### src/rtl/spi_reg_burst.sv
// SPI slave register port: command byte, then REG_W-bit words with address auto-increment.
// CPOL/CPHA are latched per frame; a mid-word abort raises a sticky frame error.
`timescale 1ns/1ps
module spi_reg_burst #(
    parameter int ADDR_W      = 6,
    parameter int REG_W       = 16,
    parameter int SYNC_STAGES = 2
) (
    input  logic              clk,
    input  logic              nrst,
    input  logic [1:0]        spi_mode,
    input  logic              mosi,
    input  logic              sclk,
    input  logic              nss,
    output logic              miso,
    output logic [ADDR_W-1:0] reg_addr,
    input  logic [REG_W-1:0]  reg_data_i,
    output logic              reg_rd_strb,
    output logic [REG_W-1:0]  reg_data_o,
    output logic              reg_data_o_vld,
    input  logic [7:0]        status,
    output logic [5:0]        fastcmd,
    output logic              fastcmd_vld,
    output logic              frame_err
);

    localparam int CNT_W = $clog2(REG_W);

    typedef enum logic [1:0] {WAIT_DESEL, IDLE, CMD, DATA} state_t;

    logic [SYNC_STAGES-1:0] sclk_sync;
    logic [SYNC_STAGES-1:0] mosi_sync;
    logic [SYNC_STAGES-1:0] nss_sync;
    logic                   sclk_p0;
    logic                   sclk_p1;
    logic                   mosi_p0;
    logic                   nss_p0;
    logic                   nss_p1;

    state_t                 state;
    logic [1:0]             mode_r;
    logic [CNT_W-1:0]       cnt;
    logic [CNT_W-1:0]       cnt_nxt;
    logic [REG_W-2:0]       isr;
    logic [REG_W-1:0]       osr;
    logic [REG_W-1:0]       word_in;
    logic [7:0]             cmd_byte;
    logic                   skip;
    logic                   is_wr;
    logic                   rd_vld_p1;

    logic                   sclk_rise;
    logic                   sclk_fall;
    logic                   lead_edge;
    logic                   trail_edge;
    logic                   sample_edge;
    logic                   change_edge;
    logic                   nss_fall;
    logic                   active;
    logic                   word_done;

    // Input synchronisers; the extra flop on sclk/nss gives edge detection
    always_ff @(posedge clk) begin
        if (!nrst) begin
            sclk_sync <= '0;
            mosi_sync <= '0;
            nss_sync  <= '0;
            sclk_p1   <= 1'b0;
            nss_p1    <= 1'b0;
        end else begin
            sclk_sync <= {sclk_sync[SYNC_STAGES-2:0], sclk};
            mosi_sync <= {mosi_sync[SYNC_STAGES-2:0], mosi};
            nss_sync  <= {nss_sync[SYNC_STAGES-2:0], nss};
            sclk_p1   <= sclk_p0;
            nss_p1    <= nss_p0;
        end
    end

    assign sclk_p0 = sclk_sync[SYNC_STAGES-1];
    assign mosi_p0 = mosi_sync[SYNC_STAGES-1];
    assign nss_p0  = nss_sync[SYNC_STAGES-1];
    assign miso    = osr[REG_W-1];

    always_comb begin
        sclk_rise   = sclk_p0 & ~sclk_p1;
        sclk_fall   = ~sclk_p0 & sclk_p1;
        nss_fall    = nss_p1 & ~nss_p0;
        lead_edge   = mode_r[1] ? sclk_fall : sclk_rise;
        trail_edge  = mode_r[1] ? sclk_rise : sclk_fall;
        sample_edge = mode_r[0] ? trail_edge : lead_edge;
        change_edge = mode_r[0] ? lead_edge : trail_edge;
        active      = (state == CMD) || (state == DATA);
        word_in     = {isr, mosi_p0};
        cmd_byte    = word_in[7:0];
        word_done   = active && sample_edge &&
                      (((state == CMD) && (cnt == CNT_W'(7))) ||
                       ((state == DATA) && (cnt == CNT_W'(REG_W - 1))));
        cnt_nxt     = cnt;
        if (active && sample_edge) begin
            cnt_nxt = word_done ? '0 : cnt + 1'b1;
        end
    end

    always_ff @(posedge clk) begin
        if (!nrst) begin
            state          <= WAIT_DESEL;
            mode_r         <= '0;
            cnt            <= '0;
            isr            <= '0;
            osr            <= '0;
            skip           <= 1'b0;
            is_wr          <= 1'b0;
            rd_vld_p1      <= 1'b0;
            reg_addr       <= '0;
            reg_rd_strb    <= 1'b0;
            reg_data_o     <= '0;
            reg_data_o_vld <= 1'b0;
            fastcmd        <= '0;
            fastcmd_vld    <= 1'b0;
            frame_err      <= 1'b0;
        end else begin
            reg_data_o_vld <= 1'b0;
            fastcmd_vld    <= 1'b0;
            reg_rd_strb    <= rd_vld_p1;
            rd_vld_p1      <= 1'b0;
            if (reg_data_o_vld) begin
                reg_addr <= reg_addr + 1'b1;
            end
            case (state)
                WAIT_DESEL: begin
                    if (nss_p0) begin
                        state <= IDLE;
                    end
                end
                IDLE: begin
                    if (nss_fall) begin
                        mode_r    <= spi_mode;
                        cnt       <= '0;
                        osr       <= REG_W'(status) << (REG_W - 8);
                        skip      <= spi_mode[0];
                        frame_err <= 1'b0;
                        state     <= CMD;
                    end
                end
                CMD, DATA: begin
                    if (change_edge) begin
                        if (skip) begin
                            skip <= 1'b0;
                        end else begin
                            osr <= {osr[REG_W-2:0], 1'b0};
                        end
                    end
                    // A fresh read word holds its MSB through the next change edge
                    if (reg_rd_strb) begin
                        osr  <= reg_data_i;
                        skip <= 1'b1;
                    end
                    if (sample_edge) begin
                        isr <= word_in[REG_W-2:0];
                        cnt <= cnt_nxt;
                    end
                    if (word_done && (state == CMD)) begin
                        reg_addr <= cmd_byte[ADDR_W-1:0];
                        case (cmd_byte[7:6])
                            2'b11: begin
                                fastcmd     <= cmd_byte[5:0];
                                fastcmd_vld <= 1'b1;
                                osr         <= '0;
                                state       <= WAIT_DESEL;
                            end
                            2'b01: begin
                                osr   <= '0;
                                state <= WAIT_DESEL;
                            end
                            2'b00: begin
                                is_wr       <= 1'b0;
                                reg_rd_strb <= 1'b1;
                                state       <= DATA;
                            end
                            2'b10: begin
                                is_wr <= 1'b1;
                                osr   <= '0;
                                skip  <= 1'b1;
                                state <= DATA;
                            end
                        endcase
                    end
                    if (word_done && (state == DATA)) begin
                        if (is_wr) begin
                            reg_data_o     <= word_in;
                            reg_data_o_vld <= 1'b1;
                        end else begin
                            reg_addr  <= reg_addr + 1'b1;
                            rd_vld_p1 <= 1'b1;
                        end
                    end
                    // Deselect ends the frame; only a partial word counts as an abort
                    if (nss_p0) begin
                        if (cnt_nxt != '0) begin
                            frame_err <= 1'b1;
                        end
                        state <= IDLE;
                    end
                end
            endcase
        end
    end

endmodule

### config.mk
export PLATFORM = sky130hd
export DESIGN_NAME = spi_reg_burst
export DESIGN_NICKNAME = d
export VERILOG_FILES = /design/src/rtl/spi_reg_burst.sv
export SDC_FILE = /design/constraint.sdc
export NUM_CORES = 1
export LEC_CHECK = 0
export CAP_MARGIN = 20
export CORE_UTILIZATION = 48
export CTS_BUF_LIST = sky130_fd_sc_hd__clkbuf_8 sky130_fd_sc_hd__clkbuf_16
export CTS_CLUSTER_DIAMETER = 200
export CTS_CLUSTER_SIZE = 12
export DETAILED_ROUTE_END_ITERATION = 6
export MAX_ROUTING_LAYER = met4
export PLACE_DENSITY = 0.77
export SLEW_MARGIN = 40
export SYNTH_ARGS = -nofsm -noshare
export SYNTH_HDL_FRONTEND = slang
export SYNTH_SLANG_ARGS = --single-unit
### constraint.sdc
create_clock -name clk -period 2.05 [get_ports clk]
set_input_delay 0.205 -clock clk [delete_from_list [all_inputs] [get_ports clk]]
set_output_delay 0.205 -clock clk [all_outputs]
set_load 0.01 [all_outputs]
==> results by group <==
Run status
  • Status: complete, no violations

Synthesis
  • Synthesized instance count: 440
  • Area share of the largest cell type after synthesis: 0.4238
  • Synth Area per Inst: 8.804 sq um
  • Synth Net Count: 473
  • Leading area contributor after synthesis: dfxtp_1
  • Sequential element share of the synthesized area: 0.4238
  • EDFF count, synth: 0
  • Seq cells post-synth: 82
  • Main synth FF type: dfxtp_1
  • Post-synthesis cell area: 3874 sq um
  • Async S/R FF share, synth: 0
  • Yosys cell types: 58
  • Yosys warns: 0
  • Area contributors post-synth: dfxtp_1 42%, nand2_1 8.0%, a21oi_1 4.1%

Routing
  • DRT Pass-1 Iters: 4
  • Average wire per standard cell: 15.37 um
  • Vias: 3,530
  • Drt drc: 0
  • Via/cell ratio: 5.740
  • Antenna Nets Post-Route: 0
  • WL final: 9.455 mm
  • First DRT Iteration DRCs: 206

Place
  • GPL Wtd Cong: 0.8491
  • PortBufs: 63
  • Post-DP Area: 4716 sq um
  • DP HPWL: 6.342 mm
  • Pre-CTS WS: -0.05275 ns

Global route
  • Initial antenna violation count: 0
  • Total Routing Usage GR: 0.2350
  • GRT overflow: 0
  • First-pass GRT wire length: 15.53 mm
  • Largest net degree at the start of global routing: 65
  • Vias in the first global route: 3,363

Critical path
  • R2R setup slack: 0.04 ns
  • Critical Path AT: 2.26 ns
  • CP cell instances: xnor2_4, buf_6, mux2i_4, buf_12, mux2_2, mux2_2, a22o_1
  • Crit Path Class: reg -> reg
  • Crit Reg-Reg Startpoint: mode_r[0]
  • Reg2reg path depth: 7
  • Crit path from: mode_r[0]
  • Max incr delay on CP: 0.36 ns
  • CP Capture Type: register
  • CP delay by family, top: multiplexers
  • Startpoint types: register
  • Worst Path Buf+Inv: 2
  • Most used cell, CP: mux2_2
  • CP Max Fanout: 8
  • CP endpoint: osr[2]
  • Stages on worst setup path: 7
  • Worst path required time: 2.30 ns
  • CP max stage cell: dfxtp_2
  • Worst r2r dst: osr[2]

Layout
  • Layout cells sized above 1: 0.2086
  • Final Cell Area: 4975 sq um
  • # nets final: 541
  • ANT cells: 0
  • Filler cells: 667
  • Area grow syn2layout: 28.42%
  • Area of the multi-input gates: 2059 sq um
  • Area occupied by registers: 1644 sq um

CTS
  • Num CTS Buffers: 9
  • Clk slew on worst S/H paths: 0.09 ns
  • Sink Count: 82
  • H-tree depth: 3
  • CTS tree: yes
  • Skew-Pair Late Insertion Delay: 0.36 ns
  • # hold bufs at CTS: 0
  • Clock Path Buffers: 2
  • CTS Root Cell: clkbuf_8

Timing
  • Final hold vios: 0
  • Tmin final: 2.006 ns
  • Max-slew violations: 0
  • Final setup fails: 0
  • Worst hold margin: 0.3412 ns
  • Final period util: 0.9786
  • Unrepaired setup endpoints after global routing: no
  • Worst slew margin: 0.5416
  • Total Neg Setup Slack: 0 ns
  • Peak Freq: 0.4985 GHz
  • Worst Skew: 0.01154 ns
  • Worst-margin pin slew: 0.6824 ns
  • Fin worst setup slack: 0.04397 ns

Run
  • Max_cap viols: 0

Power
  • Pwr/cell area: 576.1 nW/um^2
  • Peak VDD IR: 0.4331 mV
  • Leakage Power: 0.001835 uW

Worst hold path
  • HP Class: in -> reg
  • WHS Path Cells: 3

Floorplan
  • Area of the die: 8434 sq um
  • Core area: 7767 sq um
  • IO Count: 64
  • Initial Util: 0.4987
  • Row count: 32
  • Die width: 91.84 um
  • Die Height: 91.84 um
## power breakdown
| part | internal, uW | switching, uW | total (uW) |
|---|---|---|---|
| Clock | 481 | 617 | 1100 |
| Combinational | 84.0 | 75.3 | 159 |
| Sequential | 1600 | 7.69 | 1610 |
| Total | 2170 | 700 | 2870 |
## cell families after synthesis
group,after synthesis,synth area share
fa+ha+maj,2,0.006459
compound gates,120,0.2158
xor+xnor,9,0.02229
mux,27,0.07913
flops,82,0.4238
simple gates,151,0.1967
buf+inv,49,0.05588
## cells in the final DEF, fill, tap and decap left out, types with 3 or more instances in the layout
cell type / count
a221o_1: 8
dfxtp_1: 80
nand2_1: 83
nor2_1: 13
clkdlybuf4s50_1: 62
mux2i_1: 8
buf_12: 3
clkinvlp_4: 4
nand2b_1: 3
xnor2_1: 4
buf_4: 25
a21oi_1: 32
o21ai_0: 15
inv_1: 13
clkbuf_8: 10
nand3_1: 10
nand3_2: 13
o21ai_2: 17
xor2_1: 4
mux2_2: 14
nand4_1: 4
mux2_4: 3
a31oi_1: 16
a22o_1: 7
and2_1: 8
## worst min-delay path: cells and delay by family
family | cells | cell delay, ns
AND/OR/NAND/NOR | 1 | 0.15
buffers and inverters | 2 | 0.31
## what timing repair did
| action | CTS | global route |
|---|---|---|
| endpoints found under the setup margin | 32 | 30 |
| cloned | 0 | 1 |
| resized for setup | 4 | 6 |
| buffers inserted | 1 | 0 |
## worst min-delay path by stage
stage | from | endpoint | slack (ns)
2_1_floorplan | mosi | mosi_sync[0] | 0.33
3_3_place_gp | nss_sync[0] | nss_sync[1] | 0.42
3_5_place_dp | mosi_sync[0] | mosi_sync[1] | 0.42
4_1_cts | nrst | cnt[0] | 0.35
5_1_grt | nrst | state[0] | 0.37
6_report | nrst | cnt[0] | 0.34
## cells in the mapped netlist (all sizes together), types with 2 or more instances
library cell / n
a211o: 2
a21oi: 32
a221o: 8
a22o: 7
a22oi: 2
a311oi: 2
a31oi: 16
a32o: 2
and2: 8
and3: 2
and4: 2
buf: 10
clkbuf: 26
dfxtp: 82
ha: 2
inv: 13
mux2: 17
mux2i: 10
nand2: 83
nand2b: 3
nand3: 23
nand4: 4
nor2: 14
nor3: 2
nor3b: 2
o211ai: 2
o21ai: 33
o311a: 2
o31ai: 2
o41ai: 2
xnor2: 5
xor2: 4
## flip-flops by register name, indices dropped and copies added, names as in the netlist, 4 cells and up
signal,cells
osr,16
reg_data_o,16
isr,15
fastcmd,6
reg_addr,6
cnt,4
## layer usage
layer / track usage / vias up / part of all wire
li1: - / 1705 / -
met1: 0.2728 / 1693 / 0.43
met2: 0.4023 / 108 / 0.50
met3: 0.05556 / 24 / 0.050
met4: 0.07422 / 0 / 0.020
met5: - / - / 0
## final cells by class
cell class | count | area share
Clock inverter | 6 | 0.009557
Multi-Input combinational cell | 309 | 0.4140
Clock buffer | 10 | 0.02767
Timing Repair Buffer | 93 | 0.1828
Sequential cell | 82 | 0.3305
Inverter | 13 | 0.009809
Tap cell | 102 | 0.02565
## metrics by stage
stage                     total power (uW)    util  cells
after global routing                  2964  0.6405    615
after detailed placement              1799  0.6071    597
after CTS                             2880  0.6348    614
after floorplan                       1712       -    440
final                                 2866  0.6405    615
after global placement                1796  0.6071    597
(Power assumes the default switching activity.)
